## src/rtl/uart_rx.sv

```systemverilog
// 8N1 UART receiver: two-flop line synchroniser, mid-bit 3-sample majority vote,
// one-cycle valid / framing-error strobes.
module uart_rx #(
    parameter int TICKS_PER_BIT      = 32,
    parameter int TICKS_PER_BIT_SIZE = 6
) (
    input  logic       i_clk,
    input  logic       i_rst_n,
    input  logic       i_din,
    output logic [7:0] o_data,
    output logic       o_valid,
    output logic       o_frame_err,
    output logic       o_busy
);

    localparam int MID = TICKS_PER_BIT / 2;
    localparam logic [TICKS_PER_BIT_SIZE-1:0] TICK_ONE  = TICKS_PER_BIT_SIZE'(1);
    localparam logic [TICKS_PER_BIT_SIZE-1:0] TICK_LAST = TICKS_PER_BIT_SIZE'(TICKS_PER_BIT - 1);
    localparam logic [TICKS_PER_BIT_SIZE-1:0] TICK_VA   = TICKS_PER_BIT_SIZE'(MID - 1);
    localparam logic [TICKS_PER_BIT_SIZE-1:0] TICK_VB   = TICKS_PER_BIT_SIZE'(MID);
    localparam logic [TICKS_PER_BIT_SIZE-1:0] TICK_VC   = TICKS_PER_BIT_SIZE'(MID + 1);

    typedef enum logic [2:0] {
        IDLE      = 3'd0,
        START     = 3'd1,
        BITS      = 3'd2,
        STOP      = 3'd3,
        WAIT_HIGH = 3'd4
    } state_t;

    state_t                        state_reg,  state_next;
    logic [TICKS_PER_BIT_SIZE-1:0] tick_reg,   tick_next;
    logic [2:0]                    bit_reg,    bit_next;
    logic [7:0]                    shift_reg,  shift_next;
    logic [7:0]                    data_reg,   data_next;
    logic [1:0]                    samp_reg,   samp_next;
    logic                          valid_reg,  valid_next;
    logic                          err_reg,    err_next;
    logic                          s1_reg,     s2_reg;
    logic                          vote;
    logic                          vote_now;
    logic                          tick_last;

    // Third sample is the live s2 value, so the majority is ready at MID+1.
    assign vote      = (samp_reg[0] & samp_reg[1]) | (samp_reg[0] & s2_reg) | (samp_reg[1] & s2_reg);
    assign vote_now  = (tick_reg == TICK_VC);
    assign tick_last = (tick_reg == TICK_LAST);

    always_comb begin
        state_next = state_reg;
        tick_next  = '0;
        bit_next   = bit_reg;
        shift_next = shift_reg;
        data_next  = data_reg;
        samp_next  = samp_reg;
        valid_next = 1'b0;
        err_next   = 1'b0;

        if (tick_reg == TICK_VA) samp_next[0] = s2_reg;
        if (tick_reg == TICK_VB) samp_next[1] = s2_reg;

        case (state_reg)
            IDLE: begin
                if (!s2_reg) state_next = START;
            end
            START: begin
                tick_next = tick_last ? '0 : tick_reg + TICK_ONE;
                if (vote_now && vote) begin
                    state_next = IDLE;
                    tick_next  = '0;
                end else if (tick_last) begin
                    state_next = BITS;
                    bit_next   = 3'd0;
                end
            end
            BITS: begin
                tick_next = tick_last ? '0 : tick_reg + TICK_ONE;
                if (vote_now) shift_next = {vote, shift_reg[7:1]};
                if (tick_last) begin
                    if (bit_reg == 3'd7) begin
                        state_next = STOP;
                        bit_next   = 3'd0;
                    end else begin
                        bit_next = bit_reg + 3'd1;
                    end
                end
            end
            STOP: begin
                tick_next = tick_last ? '0 : tick_reg + TICK_ONE;
                // Leave at mid-stop-bit so a back-to-back start edge is caught.
                if (vote_now) begin
                    tick_next = '0;
                    if (vote) begin
                        data_next  = shift_reg;
                        valid_next = 1'b1;
                        state_next = IDLE;
                    end else begin
                        err_next   = 1'b1;
                        state_next = WAIT_HIGH;
                    end
                end
            end
            WAIT_HIGH: begin
                if (s2_reg) state_next = IDLE;
            end
            default: begin
                state_next = IDLE;
            end
        endcase
    end

    always_ff @(posedge i_clk) begin
        if (!i_rst_n) begin
            s1_reg    <= 1'b1;
            s2_reg    <= 1'b1;
            state_reg <= IDLE;
            tick_reg  <= '0;
            bit_reg   <= '0;
            shift_reg <= '0;
            data_reg  <= '0;
            samp_reg  <= '0;
            valid_reg <= 1'b0;
            err_reg   <= 1'b0;
        end else begin
            s1_reg    <= i_din;
            s2_reg    <= s1_reg;
            state_reg <= state_next;
            tick_reg  <= tick_next;
            bit_reg   <= bit_next;
            shift_reg <= shift_next;
            data_reg  <= data_next;
            samp_reg  <= samp_next;
            valid_reg <= valid_next;
            err_reg   <= err_next;
        end
    end

    assign o_data      = data_reg;
    assign o_valid     = valid_reg;
    assign o_frame_err = err_reg;
    assign o_busy      = (state_reg == START) || (state_reg == BITS) ||
                         (state_reg == STOP)  || (state_reg == WAIT_HIGH);

endmodule
```

## config.mk

```make
export PLATFORM = sky130hd
export DESIGN_NAME = uart_rx
export DESIGN_NICKNAME = d
export VERILOG_FILES = /design/src/rtl/uart_rx.sv
export SDC_FILE = /design/constraint.sdc
export NUM_CORES = 1
export LEC_CHECK = 0
export BUFFER_PORTS_ARGS = -buffer_cell sky130_fd_sc_hd__buf_2
export CAP_MARGIN = 20
export CORE_MARGIN = 1.5
export CORE_UTILIZATION = 60
export DETAILED_ROUTE_END_ITERATION = 6
export PLACE_DENSITY = 0.81
export SLEW_MARGIN = 20
export SYNTH_ARGS = -nofsm -noshare
export SYNTH_HDL_FRONTEND = slang
export SYNTH_SLANG_ARGS = --single-unit
export TNS_END_PERCENT = 30
```

## constraint.sdc

```tcl
create_clock -name i_clk -period 3.8 [get_ports i_clk]
set_input_delay 0.19 -clock i_clk [delete_from_list [all_inputs] [get_ports i_clk]]
set_output_delay 0.19 -clock i_clk [all_outputs]
set_load 0.005 [all_outputs]
```

==> reports/qor.csv <==
metric;value;unit
synth_top_area_share;45.8;%
cap_violations;0;
grt_usage;23.4;%
cts_hold_buf;0;
grt_max_degree;28;
synth_top_family_by_area;simple AND/OR/NAND/NOR gates;
cp.required;4040;ps
critPathMaxStageDelay;610;ps
cts_tree;yes;
htreeDepth;2;
grt_pass1_wl;4540;um
critical_path_arrival;2180;ps
start_util;65.4;%
clockRootBuffer;clkbuf_4;
ant_nets;0;
fin_util;73.2;%
rr_worst_depth;4;
core;2280;um^2
synth_ff_type;dfxtp_1;
clk_path_buf_depth;2;
die_w;52.8;um
drc;0;
post-cts-setup-buffer-count;0;
power.density;438;nW/um^2
min_period_over_period;51.2;%
final_cell_mix;34 x dfxtp_1, 18 x mux2i_1, 17 x nor2b_1, 13 x buf_2, 10 x nor2_1;
wirelength;2630;um
setup_violations;0;
setup.worst_path.start_class;register;
ir_drop;386;uV
tightest_slew;519;ps
wl_per_cell;14.2;um
syn_inst;142;
yosys_warnings;0;
chipHeight;52.8;um
fmaxAchievable;514;MHz
num_rows;17;
finClkSkew;9.42;ps
slew_headroom;65.4;%
die_area;2790;um^2
nFillCells;170;
syn_to_final_growth;11.9;%
ctsResizeCount;0;
numCtsBuffers;5;
synth-simple-area-share;25.7;%
synthesis.area;1490;um^2
synth_nets;150;
first_pass_iters;6;
synth_adder_area_share;4.88;%
drt_iter0_drc;15;
crit_type;register to register;
hold_violations;0;
grt_pass1_vias;992;
synth_top_area_cell;dfxtp_1;
ys_seq_area_share;45.8;%
synth-xor-area-share;2.94;%
critical_path.slowest_cell;and4_1;
period_needed;1950;ps
synth_area_leaders;dfxtp_1 46%, mux2i_1 12%, nor2b_1 7.1%;
total_power;0.000729;W
vias_per_cell;5.74;
hold_path.class;input pin to register;
hold-path-cell-count;2;
globalplace.congestion;0.838;
place_hpwl;1760;um
synth_cell_type_count;38;
antenna_found_initial;0;
p_leak;0.661;nW
rsz0062_at_grt;false;
drive_gt1_share;17.8;%
nets;164;
cp_max_fo;9;
critPathCaptureType;register;
synth_seq_cells;34;
synthArstFlopShare;0;%
synth.area.mux_share;12.1;%
synth_compound_area_share;5.89;%
grt_overflow;0;
antenna_cells;0;
synth_edf_count;0;
vias;1061;
clkTransAtPathRegs;110;ps
slew_viol_final;0;
syn_area_per_cell;10.5;um^2
port_buffers;13;
tns;0;ps
clock-sinks;34;
layout_commonest_cell;dfxtp_1;
ios;14;
crit_chain;nor4b_4 -> and4_1 -> mux2i_1 -> nor2b_1;
status;finished, final reports clean;
clk_latency;340;ps
## per-layer routing
layer	track usage (%)	share of wire (%)
met5	0	0
met4	13.2	2.0
met3	8.00	4.0
met2	37.7	49
met1	26.7	45
## path summary, 6_finish.rpt
check,start,end,slack (ps)
max,tick_reg[2]$_SDFF_PN0_,o_data[6]$_SDFFE_PN0P_,1850
min,i_din,s1_reg$_SDFF_PN1_,40
max reg2reg,tick_reg[2]$_SDFF_PN0_,o_data[6]$_SDFFE_PN0P_,1850
min reg2reg,s1_reg$_SDFF_PN1_,s2_reg$_SDFF_PN1_,440
## synthesized netlist by cell type, types with 2 or more instances
library cell and instances:
clkbuf_1 4, nand3_1 4, nor4b_1 2, nand2_1 5
inv_1 2, xor2_1 2, o211ai_1 2, nor2_1 10
xnor2_1 3, dfxtp_1 34, mux2i_1 18, and2_1 2
nor3_1 4, nor2b_1 17, nand2b_1 5, a31o_2 2
ha_1 5
## logic make-up after synthesis
| group | after synthesis |
|---|---|
| xor+xnor | 5 |
| flops | 34 |
| simple gates | 60 |
| buf+inv | 8 |
| fa+ha+maj | 6 |
| compound gates | 11 |
| mux | 18 |
## report_power, final
| group | internal, W | switching (W) |
|---|---|---|
| Sequential | 0.000359 | 0.00000560 |
| Clock | 0.000223 | 0.000120 |
| Combinational | 0.00000997 | 0.0000114 |
## layout make-up
type                       instances  area (um^2)  share of cell area (%)
sequential                        34          681                    40.9
inverter                           2         7.51                   0.451
tap                               28         35.0                    2.10
multi-input combinational        100          766                    46.0
timing repair buffer              13         65.1                    3.91
clock buffer                       6         51.3                    3.08
clock inverter                     2         60.1                    3.61
## stage by stage
stage,hold slack [ps],area [um^2],setup WS (ps),std cells
after floorplan,263,1490,1990,142
after global placement,373,1550,1920,177
after detailed placement,378,1550,1900,177
after CTS,24.1,1670,1840,185
after global routing,23.4,1670,1680,185
final,35.5,1670,1850,185
## critical path, delay by kind of cell (launching register included)
| kind | cells | cell delay [ps] |
|---|---|---|
| simple gates | 3 | 1170 |
| mux | 1 | 280 |
| flops | 1 | 400 |
(Power assumes the default switching activity.)
